[src/rtl/alu_pkg.sv]
// Purpose: shared opcode encodings, widths and the arbiter state type for the
//          shared ALU slice (alu_core, alu_share_arb).
// Contents:
//   OP_W            opcode width
//   OP_PLUS..OP_NEG legal opcodes; 5..7 are illegal and flagged by alu_core
//   state_t         result-slot state (ST_IDLE / ST_FULL)
package alu_pkg;

    localparam int OP_W = 3;

    localparam logic [OP_W-1:0] OP_PLUS  = 3'd0;
    localparam logic [OP_W-1:0] OP_MINUS = 3'd1;
    localparam logic [OP_W-1:0] OP_AND   = 3'd2;
    localparam logic [OP_W-1:0] OP_OR    = 3'd3;
    localparam logic [OP_W-1:0] OP_NEG   = 3'd4;

    typedef enum logic {
        ST_IDLE = 1'b0,
        ST_FULL = 1'b1
    } state_t;

endpackage

[src/rtl/alu_core.sv]
// Purpose: combinational 8-bit (WIDTH) ALU; the only opcode decoder in the slice.
// Ports:
//   i_opcode  opcode (see alu_pkg)
//   i_a, i_b  operands; i_b ignored for NEG
//   o_result  result, wraps modulo 2^WIDTH; zero for illegal opcodes
//   o_err     high for illegal opcodes (5..7)
module alu_core
    import alu_pkg::*;
#(
    parameter int WIDTH = 8
) (
    input  logic [OP_W-1:0]  i_opcode,
    input  logic [WIDTH-1:0] i_a,
    input  logic [WIDTH-1:0] i_b,
    output logic [WIDTH-1:0] o_result,
    output logic             o_err
);

    always_comb begin
        o_result = '0;
        o_err    = 1'b0;
        case (i_opcode)
            OP_PLUS:  o_result = i_a + i_b;
            OP_MINUS: o_result = i_a - i_b;
            OP_AND:   o_result = i_a & i_b;
            OP_OR:    o_result = i_a | i_b;
            OP_NEG:   o_result = ~i_a;
            default:  o_err    = 1'b1;
        endcase
    end

endmodule

[src/rtl/alu_share_arb.sv]
// Purpose: shares one alu_core between two requesters with round-robin
//          arbitration and a single registered, ID-tagged result slot.
// Ports:
//   clk, reset            clock; synchronous active-high reset
//   req_valid/req_ready   per-requester handshake (bit i = requester i)
//   reqN_opcode/_a/_b     requester N operation
//   rsp_valid/rsp_ready   result handshake
//   rsp_id/data/err       requester tag, result, illegal-opcode flag
//   op_count              accepted operations, saturating
//
// state   | meaning
// --------+----------------------------------------------
// ST_IDLE | no result held, rsp_valid=0
// ST_FULL | result held in rsp_* until rsp_ready
module alu_share_arb
    import alu_pkg::*;
#(
    parameter int WIDTH = 8,
    parameter int CNT_W = 16
) (
    input  logic             clk,
    input  logic             reset,
    input  logic [1:0]       req_valid,
    output logic [1:0]       req_ready,
    input  logic [OP_W-1:0]  req0_opcode,
    input  logic [WIDTH-1:0] req0_a,
    input  logic [WIDTH-1:0] req0_b,
    input  logic [OP_W-1:0]  req1_opcode,
    input  logic [WIDTH-1:0] req1_a,
    input  logic [WIDTH-1:0] req1_b,
    output logic             rsp_valid,
    input  logic             rsp_ready,
    output logic             rsp_id,
    output logic [WIDTH-1:0] rsp_data,
    output logic             rsp_err,
    output logic [CNT_W-1:0] op_count
);

    state_t           r_state;
    logic             r_rr_ptr;
    logic             r_rsp_id;
    logic [WIDTH-1:0] r_rsp_data;
    logic             r_rsp_err;
    logic [CNT_W-1:0] r_op_count;

    logic             w_slot_free;
    logic             w_grant_vld;
    logic             w_grant_id;
    logic [OP_W-1:0]  w_op;
    logic [WIDTH-1:0] w_a;
    logic [WIDTH-1:0] w_b;
    logic [WIDTH-1:0] w_result;
    logic             w_err;

    // A held result can be replaced on the same edge it is consumed.
    assign w_slot_free = (r_state == ST_IDLE) | rsp_ready;

    // Grant only looks at valids and the pointer, never at operands.
    always_comb begin
        w_grant_vld = 1'b0;
        w_grant_id  = 1'b0;
        if (!reset && w_slot_free) begin
            case (req_valid)
                2'b01: begin
                    w_grant_vld = 1'b1;
                    w_grant_id  = 1'b0;
                end
                2'b10: begin
                    w_grant_vld = 1'b1;
                    w_grant_id  = 1'b1;
                end
                2'b11: begin
                    w_grant_vld = 1'b1;
                    w_grant_id  = r_rr_ptr;
                end
                default: begin
                    w_grant_vld = 1'b0;
                    w_grant_id  = 1'b0;
                end
            endcase
        end
    end

    assign req_ready = !w_grant_vld ? 2'b00 : (w_grant_id ? 2'b10 : 2'b01);

    assign w_op = w_grant_id ? req1_opcode : req0_opcode;
    assign w_a  = w_grant_id ? req1_a      : req0_a;
    assign w_b  = w_grant_id ? req1_b      : req0_b;

    alu_core #(
        .WIDTH (WIDTH)
    ) u_alu_core (
        .i_opcode (w_op),
        .i_a      (w_a),
        .i_b      (w_b),
        .o_result (w_result),
        .o_err    (w_err)
    );

    // req_ready is only raised for a valid requester, so a grant is an accept.
    always_ff @(posedge clk) begin
        if (reset) begin
            r_state    <= ST_IDLE;
            r_rr_ptr   <= 1'b0;
            r_rsp_id   <= 1'b0;
            r_rsp_data <= '0;
            r_rsp_err  <= 1'b0;
            r_op_count <= '0;
        end else if (w_grant_vld) begin
            r_state    <= ST_FULL;
            r_rr_ptr   <= ~w_grant_id;
            r_rsp_id   <= w_grant_id;
            r_rsp_data <= w_result;
            r_rsp_err  <= w_err;
            if (r_op_count != '1) begin
                r_op_count <= r_op_count + {{(CNT_W-1){1'b0}}, 1'b1};
            end
        end else if (r_state == ST_FULL && rsp_ready) begin
            r_state <= ST_IDLE;
        end
    end

    assign rsp_valid = (r_state == ST_FULL);
    assign rsp_id    = r_rsp_id;
    assign rsp_data  = r_rsp_data;
    assign rsp_err   = r_rsp_err;
    assign op_count  = r_op_count;

endmodule

[config.mk]
export PLATFORM = sky130hd
export DESIGN_NAME = alu_share_arb
export DESIGN_NICKNAME = d
export VERILOG_FILES = /design/src/rtl/alu_pkg.sv /design/src/rtl/alu_core.sv /design/src/rtl/alu_share_arb.sv
export SDC_FILE = /design/constraint.sdc
export NUM_CORES = 1
export LEC_CHECK = 0
export CAP_MARGIN = 10
export CORE_MARGIN = 3
export CORE_UTILIZATION = 47
export DETAILED_ROUTE_END_ITERATION = 10
export GPL_ROUTABILITY_DRIVEN = 0
export GPL_TIMING_DRIVEN = 0
export PLACE_DENSITY = 0.85
export SETUP_SLACK_MARGIN = 0.02
export SYNTH_ARGS = -nofsm -noshare
export SYNTH_HDL_FRONTEND = slang
export SYNTH_HIERARCHICAL = 1
export SYNTH_SLANG_ARGS = --single-unit
[constraint.sdc]
create_clock -name clk -period 4.89 [get_ports clk]
set_input_delay 0.489 -clock clk [delete_from_list [all_inputs] [get_ports clk]]
set_output_delay 0.489 -clock clk [all_outputs]
set_load 0.05 [all_outputs]
Word-level counts from Yosys, hierarchy flattened. Index checks and enable logic that the tools add are counted.

$add $sub $neg: 3. Eq/ne operators: 8. Mux-type cells: 13. Bitwise gates (word level): 6. Reductions and logical operators: 8.

Operators by type and width (number): $pmux W8 S5 (1); $add A16 B1 Y16 const B (1); $mux W8 (2); $ne A16 B16 Y1 const B (1); $add A8 B8 Y8 (1); $and A8 B8 Y8 (1); $not A8 Y8 (1); $or A8 B8 Y8 (1); $sub A8 B8 Y8 (1); $eq A3 B2 Y1 const B (2); $mux W1 (6); $reduce_or A5 Y1 (1); $eq A2 B2 Y1 const B (2); $mux W2 (2); $eq A3 B1 Y1 const B (1); $eq A3 B3 Y1 const B (1); $logic_not A3 Y1 (1); $mux W3 (1); $reduce_or A3 Y1 (1); $eq A2 B1 Y1 const B (1); $logic_and A1 B1 Y1 (2); $not A1 Y1 (2); $pmux W1 S2 (1); $reduce_and A2 Y1 (1); other kinds (3) (3).

Bits in registers: 28. Input port bits: 43. Output and inout port bits: 29. Logic and storage cells: 44.

Logic depth before layout (Yosys ltp).
Depth after elaboration: 8. Depth in mapped cells: 17. Mapped depth without buffers: 16.

Cells and area by module. Netlist, hierarchy kept.

Modules (own cells, without submodules): alu_share_arb (times used 1, cells an instance 176, area an instance 1512.7 µm², sequential area each 560.5 µm²); alu_core (times used 1, cells an instance 105, area an instance 772.0 µm², sequential area each 0.0 µm²).

Least setup slack after synthesis. No wires, ideal clock.

Kind: register -> register. Start: register r_state (netlist: rsp_valid). End: register r_rsp_data[4] (netlist: rsp_data[4]). Library setup time: 0.061 ns. Arrival time: 3.815 ns. Required time: 4.829 ns. Setup slack: 1.014 ns. Stages on the path, launching flop included: 16. Path buffers: 2. Clock period less this slack: 3.876 ns. Path through: dfxtp_1 nor2b_4 or3_2 clkbuf_1 mux2_2 buf_6 nor3b_4 mux2_2 fa_1 nor2b_1 o21ai_1 nor3b_1 o32a_1 o21ai_0 nand2_1 nand2_1.

Longest elaborated chain between the ends: 7. Elaborated cells between the ends (all ways): 19. Classes of those cells: add/sub: 2; eq/ne: 4; mux: 6; bitwise: 5; reduce/logical: 2.

Ends and longest elaborated chain: from (decl) (line alu_share_arb.sv:39) `state_t r_state;`; from (signal assigned) (line alu_share_arb.sv:103) `r_state <= ST_IDLE;`; from (signal assigned) (line alu_share_arb.sv:110) `r_state <= ST_FULL;`; from (signal assigned) (line alu_share_arb.sv:119) `r_state <= ST_IDLE;`; $not A1 Y1 * (line alu_share_arb.sv:56) `assign w_slot_free = (r_state == ST_IDLE) | rsp_ready;`; $or A1 B1 Y1 * (line alu_share_arb.sv:56); $logic_and A1 B1 Y1 * (line alu_share_arb.sv:62) `if (!reset && w_slot_free) begin`; $mux W1 * (line alu_share_arb.sv:62); $mux W3 * (line alu_share_arb.sv:86) `assign w_op = w_grant_id ? req1_opcode : req0_opcode;`; named net w_op[1] (line alu_share_arb.sv:49) `logic [OP_W-1:0] w_op;`; $eq A3 B3 Y1 (tied with other cells) (line alu_core.sv:22) `case (i_opcode)`; $pmux W8 S5 * (line alu_core.sv:22); named net w_result[4] (line alu_share_arb.sv:52) `logic [WIDTH-1:0] w_result;`; to (signal assigned) (line alu_share_arb.sv:113) `r_rsp_data <= w_result;`; to (decl) (line alu_share_arb.sv:42) `logic [WIDTH-1:0] r_rsp_data;`.

The timed path passes the listed nets; every way through them passes the cells marked *. A chain may end at the register's enable or synchronous reset.

Worst setup path after layout.
Start: input port reset. End: register r_rsp_data[4] (netlist: rsp_data[4]).

Longest elaborated chain between the ends: 6. Elaborated cells between the ends (all ways): 18. Classes of those cells: add/sub: 2; eq/ne: 4; mux: 6; bitwise: 3; reduce/logical: 3.

Ends and longest elaborated chain: from (decl) (line alu_share_arb.sv:22) `input logic reset,`; $logic_not A1 Y1 * (line alu_share_arb.sv:62); $logic_and A1 B1 Y1 * (line alu_share_arb.sv:62); $mux W1 * (line alu_share_arb.sv:62); $mux W3 * (line alu_share_arb.sv:86); named net w_op[1] (line alu_share_arb.sv:49); $eq A3 B3 Y1 (tied with other cells) (line alu_core.sv:22); $pmux W8 S5 * (line alu_core.sv:22); named net w_result[4] (line alu_share_arb.sv:52).

Marked as above.

==> flow_summary.ini <==
[logic_synthesis]
synth_seq_cells = 28
synth-edff-count = 0
synthArstFlopShare = 0
ys_types = 54
syn_avg_cell_area_um2 = 8.13
synth_cells = 281
synth_warnings = 6
syn_area_um2 = 2280
yosysSeqAreaShare = 0.245
syn-num-nets = 336
ys.flop_type = dfxtp_1

[cts]
cts_buffer_depth = 2
cts_root_buf = clkbuf_8
cts_hold_buf = 0
clkLatencyLatePin_ns = 0.27
clock-sinks = 28
cts_made_buffers = 3
clkTransAtPathRegs_ns = 0.09
htree_levels = 1
cts_tree = done
cts_setup_buffers = 0

[worst_setup_path]
worstPathArrival_ns = 4.70
reg2reg_from = rsp_valid
cp_num_buf_inv = 4
cp_max_fo = 10
slowest_stage = or3_2
cp-end-kind = flip-flop
start_kind = input port
slowest_delay_ns = 0.58
worstSetupStartpoint = reset
path_delay_family = simple AND/OR/NAND/NOR gates
cp.required_ns = 5.11
crit_chain = clkdlybuf4s50_1, clkbuf_1, or3_2, clkbuf_2, mux2_2, buf_6, nor3b_4, mux2_2, fa_1, nor2b_1, o21ai_1, nor3b_1, o32a_1, o21ai_0, nand2_1, nand2_1
worstSetupPathType = in -> reg

[timing]
max_slew.worst_pin.slew_ns = 0.523
slew_viol_final = 0
holdWs_ns = 0.463
fin_crit_sh = 0.916
setup_tns_ns = 0
fin_skew_ns = 0.00313
relSlewSlack = 0.650
finalSetupViolCount = 0
hold_viol = 0
fin_crit_ns = 4.48
fmax_ghz = 0.223
rsz0062_at_grt = no

[cells_and_area]
drive_gt1_frac = 0.126
final_core_util = 0.695
diodes = 0
syn_to_final_growth_pct = 37.8
multi_input_area_um2 = 1610
nets = 412
seq_area_um2 = 561
fill_cells = 373

[detailed_routing]
dr.pass1.iters = 4
wl_um = 6050
wl_per_cell_um = 14.4
ant_nets = 0
vias = 2377
remaining_drc_errors = 0
drt_iter0_drc = 172
vias_per_cell = 5.65

[pwr]
switching_share = 0.328
clkPwrFrac = 0.247
internal_power_uw = 488
max-vdd-ir-drop_mv = 0.212
pwr-share-comb = 0.411
power_frac_seq = 0.342
leakage_uw = 0.00119
switching_power_uw = 238
finalPower_uw = 725
power_density_nw_per_um2 = 230

[job]
maxCapViolations = 0

[status]
status = complete, no violations

[die]
dieWidth_um = 75.7
die_h_um = 75.7
die-area_um2 = 5730
rows = 24
initial_core_util = 0.504
core_um2 = 4530
io_pins = 72

[worst_hold_path]
hp-start = r_rr_ptr
min_path_type = reg -> reg

[grt]
grt-ovfl-total = 0
grt_max_degree = 17
grt_pass1_wl_um = 9650
antenna_found_initial = 0
gr-usage-all-layers = 0.212
first_global_vias = 2144

[placement]
dp_hpwl_um = 4880
port_buffers = 71
-- registers in the layout, indices dropped and copies added, names as in the netlist --
signal	cells
op_count	16
rsp_data	8
r_rr_ptr	1
rsp_err	1
rsp_id	1
rsp_valid	1
-- logic make-up (layout without fill, tap and decap cells) --
family	count (synthesis)	count (layout)	synth area share
AO/OA/AOI/OAI	75	75	0.211
buffers and inverters	27	102	0.0520
adder cells (fa/ha/maj)	14	14	0.0778
flip-flops	28	28	0.245
XOR/XNOR	10	10	0.0383
multiplexers	23	23	0.112
AND/OR/NAND/NOR	104	104	0.263
-- cell type report --
type / count / share of cell area
multi-input cells: 226 / 0.510
repair buffers: 71 / 0.226
flip-flops and latches: 28 / 0.178
well taps: 65 / 0.0258
plain buffers: 16 / 0.0250
clock buffers: 3 / 0.0131
inverters: 11 / 0.0131
clock inverters: 1 / 0.00954
-- cell usage after synthesis, drive strengths merged, types with 3 or more instances --
cell type,number,area [um^2]
o21a,5,37.5
o21ai,12,60.1
nor2b,4,32.5
or4,8,63.8
nand3,13,70.1
or3,7,50.1
mux2,21,236
clkbuf,10,37.5
nand2b,3,18.8
a21oi,28,144
nand2,33,124
nor2,12,45.0
o22ai,3,18.8
nor3b,3,33.8
nor4,4,55.1
dfxtp,28,561
inv,11,41.3
a21o,4,30.0
ha,11,138
nand4,4,25.0
nor3,7,35.0
o32ai,3,26.3
o31ai,6,45.0
xnor2,9,78.8
buf,6,40.0
-- cells in the final DEF (no fill, tap or decap), drive strengths merged, types with 5 or more instances in the layout --
cell            n
dfxtp          28
ha             11
o21a            5
nor2           12
xnor2           9
buf             6
nor3            7
clkbuf         13
or3             7
clkdlybuf4s50  71
nand3          13
nand2          33
mux2           21
o21ai          12
or4             8
a21oi          28
inv            11
o31ai           6
-- final timing paths --
check | endpoint | slack, ns | cells past startpoint
setup / recovery | rsp_data[4] | 0.41 | 16
hold / removal | r_rr_ptr | 0.46 | 2
setup reg to reg | rsp_data[4] | 0.94 | 15
hold reg to reg | r_rr_ptr | 0.46 | 2
-- metrics by stage --
step / setup slack [ns] / instances / cell area (um^2)
2_1_floorplan: 1.01 / 281 / 2280
3_3_place_gp: 0.0151 / 417 / 3080
3_5_place_dp: -0.0380 / 417 / 3080
4_1_cts: 0.242 / 421 / 3150
5_1_grt: 0.157 / 421 / 3150
6_report: 0.413 / 421 / 3150
-- power groups by stage --
stage / logic (uW) / registers, uW / clock network, uW
finish: 298 / 248 / 179
global route: 324 / 250 / 189
CTS: 297 / 248 / 183
detailed placement: 296 / 253 / 0
global placement: 289 / 253 / 0
floorplan: 167 / 291 / 0
-- repair_timing --
action,4_1_cts,5_1_grt
resized for setup,0,2
endpoints found under the hold margin,0,0
setup endpoints to repair,0,2
-- routing by layer --
layer  part of all wire  GRT usage
met4              0.011     0.0447
met5                  0          0
met2               0.48      0.341
met1               0.46      0.297
met3              0.056     0.0369
-- worst reg2reg max path, cell delays in order (launching register included) --
cell      delay (ns)
dfxtp_1         0.34
nor2b_4         0.14
or3_2           0.51
clkbuf_2        0.25
mux2_2          0.33
buf_6           0.14
nor3b_4         0.36
mux2_2          0.41
fa_1            0.42
nor2b_1         0.17
o21ai_1         0.12
nor3b_1         0.16
o32a_1          0.27
o21ai_0         0.15
nand2_1         0.07
nand2_1         0.06
Note: power is estimated with default switching activity, not from simulation.
==> patch 1, RTL diff (same settings) <==
`OP_W`: 3 -> 6.
--- a/src/rtl/alu_pkg.sv
+++ b/src/rtl/alu_pkg.sv
@@ -6,7 +6,7 @@
 //   state_t         result-slot state (ST_IDLE / ST_FULL)
 package alu_pkg;
 
-    localparam int OP_W = 3;
+    localparam int OP_W = 6;
 
     localparam logic [OP_W-1:0] OP_PLUS  = 3'd0;
     localparam logic [OP_W-1:0] OP_MINUS = 3'd1;
Ports: changed (resized req0_opcode and req1_opcode); port bits go from 72 to 78. The function was not compared with the original's and may differ.
==> patch 1 against the unedited design <==
Final cell count rose by 1.4%; synthesized area rose by 3.6%; total power decreased by 15%; non-clock buffer count is 1 higher; via count grew 6.2%; clock power fell by 19%; sequential cell count is the same; critical path depth rose by 2; global-route usage increased by 1.4 points; wire length grew 12%; count of clock-buffer cells in the layout is 1 higher; setup slack improved by 0.030 ns; cell area is 4.3% higher; synthesized cell count fell by 0.71%; highest routed layer unchanged.
==> patch 1: results (changes against the unedited design) <==
[status]
outcome = complete, no violations  ; unchanged

[finish]
largest_reg_flops = 16  ; unchanged
drive_gt1_frac = 0.1194  ; was 0.1264
fillCellCount = 400  ; was 373
diodes = 0  ; unchanged
layout.cells.non_filler = 427  ; was 421
finalNetCount = 422  ; was 412

[route]
drtIter0Drc = 183  ; was 172
vias = 2524  ; was 2,377
drt_pass1_iterations = 4  ; unchanged
wl_um = 6798  ; was 6053 µm

[critical_path]
reg2regPathDepth = 16  ; was 15
arrival_ns = 4.63  ; was 4.70 ns
critPathMaxFanout = 10  ; unchanged

[global_routing]
grt_start_max_net_pins = 16  ; was 17
grt_usage = 0.2261  ; was 0.2120
antenna_found_initial = 0  ; unchanged
grt_pass1_vias = 2424  ; was 2,144
grt_pass1_wl_um = 11160  ; was 9646 µm

[sta]
skew_ns = 0.005736  ; was 0.003127 ns
relSlewSlack = 0.5344  ; was 0.6504
hold_violations = 0  ; unchanged

[clock_tree]
cts_inserted_buffers = 3  ; unchanged
post_cts_buffers = 0  ; unchanged
clk_pin_slew_worst_paths_ns = 0.09  ; about the same
clock_path_buffers = 2  ; unchanged
insertion_delay_ns = 0.28
cts_resized = 0  ; unchanged
clock_tree.root_cell = clkbuf_8  ; unchanged
htreeDepth = 1  ; unchanged

[yosys]
async_flop_share = 0  ; unchanged
synthTopCellsByArea = dfxtp_1 (24%), mux2_2 (10%), ha_1 (5.8%), nand2_1 (4.8%), a21oi_1 (3.2%)  ; was dfxtp_1 (25%), mux2_2 (10%), ha_1 (6.0%), a21oi_1 (5.9%), nand2_1 (5.4%)
synth_common_cells = nand2_1 (30), dfxtp_1 (28), mux2_2 (22)  ; was nand2_1 (33), dfxtp_1 (28), a21oi_1 (27)
ys_warn_count = 6  ; unchanged
yosys.cell_types.count = 60  ; was 54
avgSynthCellArea_um2 = 8.485  ; was 8.131 µm²
ys_seq_area_frac = 0.2368  ; was 0.2453
synth_ff_type = dfxtp_1  ; unchanged
syn_nets = 340  ; was 336

[pwr]
peakVddDrop_v = 0.0001637  ; was 0.0002119 V
p_leak_nw = 1.273  ; was 1.186 nW

[placed_design]
post-place-ws_ns = 0.03776  ; was -0.03799 ns
dp_hpwl_um = 5362  ; was 4878 µm
io_buffers = 77  ; was 71
placed_area_um2 = 3222  ; was 3077 µm²

[flow_run]
cap_violations = 0  ; unchanged

[worst_hold_path]
hold_class = flop to flop  ; unchanged
hold_path_depth = 2  ; unchanged

patch 1: cell count changes in the layout (fill, tap and decap cells not counted), moves of 5 or more:
cell,before,now
clkdlybuf4s50_1,71,77
xor2_1,1,6
maj3_1,2,7
xnor2_1,9,3
or3_2,5,0
a21oi_1,27,15
patch 1: report_power, final:
| group | internal [W] | switching, W | leakage, nW |
|---|---|---|---|
| clock | 0.0000723 | 0.0000732 | 0.0288 |
| sequential | 0.000235 | 0.00000528 | 0.227 |
| combinational | 0.000112 | 0.000122 | 1.02 |
| total | 0.000419 | 0.000201 | 1.27 |
patch 1: worst max-delay path, stage by stage:
cell and delay (ns):
clkdlybuf4s50_1 0.50, inv_1 0.04, o21ai_0 0.18, or3_1 0.14
clkbuf_1 0.23, buf_2 0.32, mux2_2 0.41, nor4_2 0.40
nand3b_1 0.25, o21ai_0 0.18, xor2_1 0.23, ha_1 0.32
and3_1 0.20, a221oi_1 0.39, a211o_1 0.16, nand3_1 0.07
nand2_1 0.06, nand2_1 0.05
patch 1: path summary, 6_finish.rpt:
path                                  from  slack, ns                        to
setup / recovery              req_valid[0]       0.44  rsp_data[7]$_SDFFE_PP0P_
hold / removal    rsp_data[5]$_SDFFE_PP0P_       0.47  rsp_data[5]$_SDFFE_PP0P_
setup reg to reg    rsp_valid$_SDFFE_PP0P_       0.79  rsp_data[7]$_SDFFE_PP0P_
hold reg to reg   rsp_data[5]$_SDFFE_PP0P_       0.47  rsp_data[5]$_SDFFE_PP0P_
patch 1: kinds of logic (layout without fill, tap and decap cells):
logic type               Yosys count  count (layout)  synth area share
flip-flops                        28              28            0.2368
adder cells (fa/ha/maj)           19              19           0.09620
AND/OR/NAND/NOR                  119             119            0.3034
AO/OA/AOI/OAI                     56              56            0.1612
XOR/XNOR                           9               9           0.03330
buffers and inverters             20             101           0.03700
multiplexers                      28              28            0.1321
patch 1: layout make-up:
class	instances	area, µm²	share of cell area
plain buffers	11	53.80	0.01639
clock buffers	4	55.05	0.01677
inverters	9	33.78	0.01029
multi-input cells	231	1725	0.5255
flip-flops and latches	28	560.5	0.1707
well taps	67	83.83	0.02553
repair buffers	77	770.7	0.2348
patch 1: routing by layer:
metal / track usage / up-vias / share of wire
li1: - / 1216 / -
met1: 0.2751 / 1184 / 0.43
met2: 0.3868 / 98 / 0.48
met3: 0.05282 / 26 / 0.060
met4: 0.08363 / 0 / 0.032
met5: 0 / - / 0
patch 1: stage by stage:
stage               power [W]  utilization
CTS                 0.0006200       0.6847
global route        0.0006526       0.6860
global placement    0.0004690       0.6732
detailed placement  0.0004761       0.6732
finish              0.0006198       0.6860
floorplan           0.0003952            -
==> patch 2, RTL diff (same flow settings) <==
Without the edit above. Remove the case item `OP_PLUS` of the case on `i_opcode`.
--- a/src/rtl/alu_core.sv
+++ b/src/rtl/alu_core.sv
@@ -20,7 +20,6 @@
         o_result = '0;
         o_err    = 1'b0;
         case (i_opcode)
-            OP_PLUS:  o_result = i_a + i_b;
             OP_MINUS: o_result = i_a - i_b;
             OP_AND:   o_result = i_a & i_b;
             OP_OR:    o_result = i_a | i_b;
Formal check against the unedited RTL: not equivalent (a bounded check fails within 4 cycles, from zero or initial values and one cycle with reset high).
==> patch 2 against the unedited design <==
Sequential cell count did not move; wire length fell by 3.9%; hold slack got worse by 0.0072 ns; total power fell by 7.6%; non-clock buffer count fell by 2; setup slack improved by 0.49 ns; cell area rose by 1.9%; global-route usage fell by 1.4 points; synthesized area rose by 2.6%; first-iteration DRC count fell by 30%; clock power rose by 2%; critical path type unchanged; largest power group is now sequential cells; critical endpoint is now rsp_data[6]$_SDFFE_PP0P_.
==> patch 2: results (changes against the unedited design) <==
[clock_tree]
insertion_delay_ns = 0.28
clk_pin_slew_worst_paths_ns = 0.09  ; about the same
clock_tree.root_cell = clkbuf_8  ; unchanged
htreeDepth = 1  ; unchanged
clock_path_buffers = 2  ; unchanged
post_cts_buffers = 0  ; unchanged
cts_inserted_buffers = 3  ; unchanged
cts_resized = 0  ; unchanged

[critical_path]
regToRegStartpoint = rsp_valid$_SDFFE_PP0P_  ; unchanged
startpoint = reset  ; unchanged
critPathMaxFanout = 10  ; unchanged
critPathMaxStageDelay_ns = 0.53  ; was 0.58 ns
arrival_ns = 4.17  ; was 4.70 ns
reg2regPathDepth = 15  ; unchanged
slowest_stage = clkdlybuf4s50_1  ; was or3_2

[pwr]
p_int_w = 0.0004574  ; was 0.0004876 W
p_leak_nw = 1.313  ; was 1.186 nW
peakVddDrop_v = 0.0001581  ; was 0.0002119 V

[yosys]
ys_warn_count = 6  ; unchanged
ys_seq_area_frac = 0.2392  ; was 0.2453
yosys.cell_types.count = 53  ; was 54
synth_common_cells = nand2_1 (39), dfxtp_1 (28), inv_1 (28)  ; was nand2_1 (33), dfxtp_1 (28), a21oi_1 (27)
syn_nets = 361  ; was 336
synthTopCellsByArea = dfxtp_1 (24%), ha_1 (13%), mux2_2 (9.6%), nand2_1 (6.2%), a21oi_1 (4.5%)  ; was dfxtp_1 (25%), mux2_2 (10%), ha_1 (6.0%), a21oi_1 (5.9%), nand2_1 (5.4%)
async_flop_share = 0  ; unchanged

[status]
outcome = complete, no violations  ; unchanged

[global_routing]
antenna_found_initial = 0  ; unchanged
grt_usage = 0.1982  ; was 0.2120
grt_pass1_wl_um = 9956  ; was 9646 µm
grt_start_max_net_pins = 17  ; unchanged
grt_pass1_vias = 2270  ; was 2,144

[placed_design]
dp_hpwl_um = 4700  ; was 4878 µm
io_buffers = 71  ; unchanged

[route]
wl_um = 5817  ; was 6053 µm
antenna_left = 0  ; unchanged
vias = 2368  ; was 2,377
drc = 0  ; unchanged
drt_pass1_iterations = 4  ; unchanged
vias_per_cell = 5.444  ; was 5.646
drtIter0Drc = 120  ; was 172

[finish]
drive_gt1_frac = 0.1141  ; was 0.1264
largest_reg_flops = 16  ; unchanged
finalNetCount = 437  ; was 412
fillCellCount = 403  ; was 373
diodes = 0  ; unchanged

[worst_hold_path]
hold_class = flop to flop  ; unchanged
hold_path_depth = 2  ; unchanged
min_from = rsp_data[6]$_SDFFE_PP0P_  ; was r_rr_ptr$_SDFFE_PP0P_

[sta]
skew_ns = 0.007292  ; was 0.003127 ns
worst_slew_pin_slew_ns = 0.6018  ; was 0.5227 ns

==> patch 2: changes by cell type after synthesis, sizes merged, moves of 3 or more <==
cell	unedited run	this run
ha	11	24
clkbuf	10	7
inv	11	28
o21a	5	1
xnor2	9	4
a21oi	28	21
a21o	4	0
o32ai	3	0
o21ai	12	9
o221ai	0	3
nand2	33	39
o211ai	0	4
==> patch 2: cell families (layout without fill, tap and decap cells) <==
| kind of cell | count (synthesis) | count (layout) | share of synthesized area |
|---|---|---|---|
| and+or+nand+nor | 107 | 107 | 0.2451 |
| buffers and inverters | 42 | 117 | 0.07261 |
| xor gates and xnor gates | 5 | 5 | 0.01869 |
| AOI/OAI and AO/OA | 62 | 62 | 0.1746 |
| DFF | 28 | 28 | 0.2392 |
| adders and majority gates | 25 | 25 | 0.1367 |
| muxes | 24 | 24 | 0.1132 |
==> patch 2: layout make-up <==
class	count	share of cell area
multi-input cells	223	0.5025
repair buffers	71	0.2214
flip-flops and latches	28	0.1747
inverters	28	0.03275
well taps	67	0.02612
plain buffers	14	0.02027
clock buffers	3	0.01287
clock inverters	1	0.009357
==> patch 2: routing by layer <==
layer / vias up / wire length, µm / track usage
met3: 11 / 276 / 0.03191
met1: 1103 / 2542 / 0.2491
met2: 64 / 2929 / 0.3533
met4: 0 / 70 / 0.04529
met5: - / 0 / 0
li1: 1190 / - / -
==> patch 2: final timing paths <==
check | end | slack (ns)
worst min register to register | rsp_data[6]$_SDFFE_PP0P_ | 0.46
worst max register to register | rsp_data[6]$_SDFFE_PP0P_ | 1.52
worst min-delay path | rsp_data[6]$_SDFFE_PP0P_ | 0.46
worst max-delay path | rsp_data[6]$_SDFFE_PP0P_ | 0.90
==> patch 2: per-stage QoR <==
step           total power [W]  worst slack [ns]  area (µm²)  hold WS [ns]  std cells
6_report             0.0006700            0.9023        3209        0.4558        435
5_1_grt              0.0007016            0.6287        3209        0.4813        435
4_1_cts              0.0006721            0.9083        3209        0.4584        435
3_5_place_dp         0.0004913            0.6131        3138        0.4437        431
3_3_place_gp         0.0004848            0.6856        3138        0.4424        431
2_1_floorplan        0.0004081             1.648        2344        0.4332        293
==> patch 2: power groups by stage <==
stage	sequential, W	clock [W]	combinational (W)
after floorplan	0.000283	0	0.000125
after detailed placement	0.000250	0	0.000241
final	0.000245	0.000183	0.000242
after global placement	0.000250	0	0.000235
after global routing	0.000246	0.000191	0.000265
after CTS	0.000245	0.000185	0.000242
==> patch 2: critical path, delay by kind of cell <==
kind	cells	cell delay, ns
multiplexers	2	0.65
AND/OR/NAND/NOR	5	0.51
buffers and inverters	5	1.50
AO/OA/AOI/OAI	2	0.40
adder cells (fa/ha/maj)	2	0.60
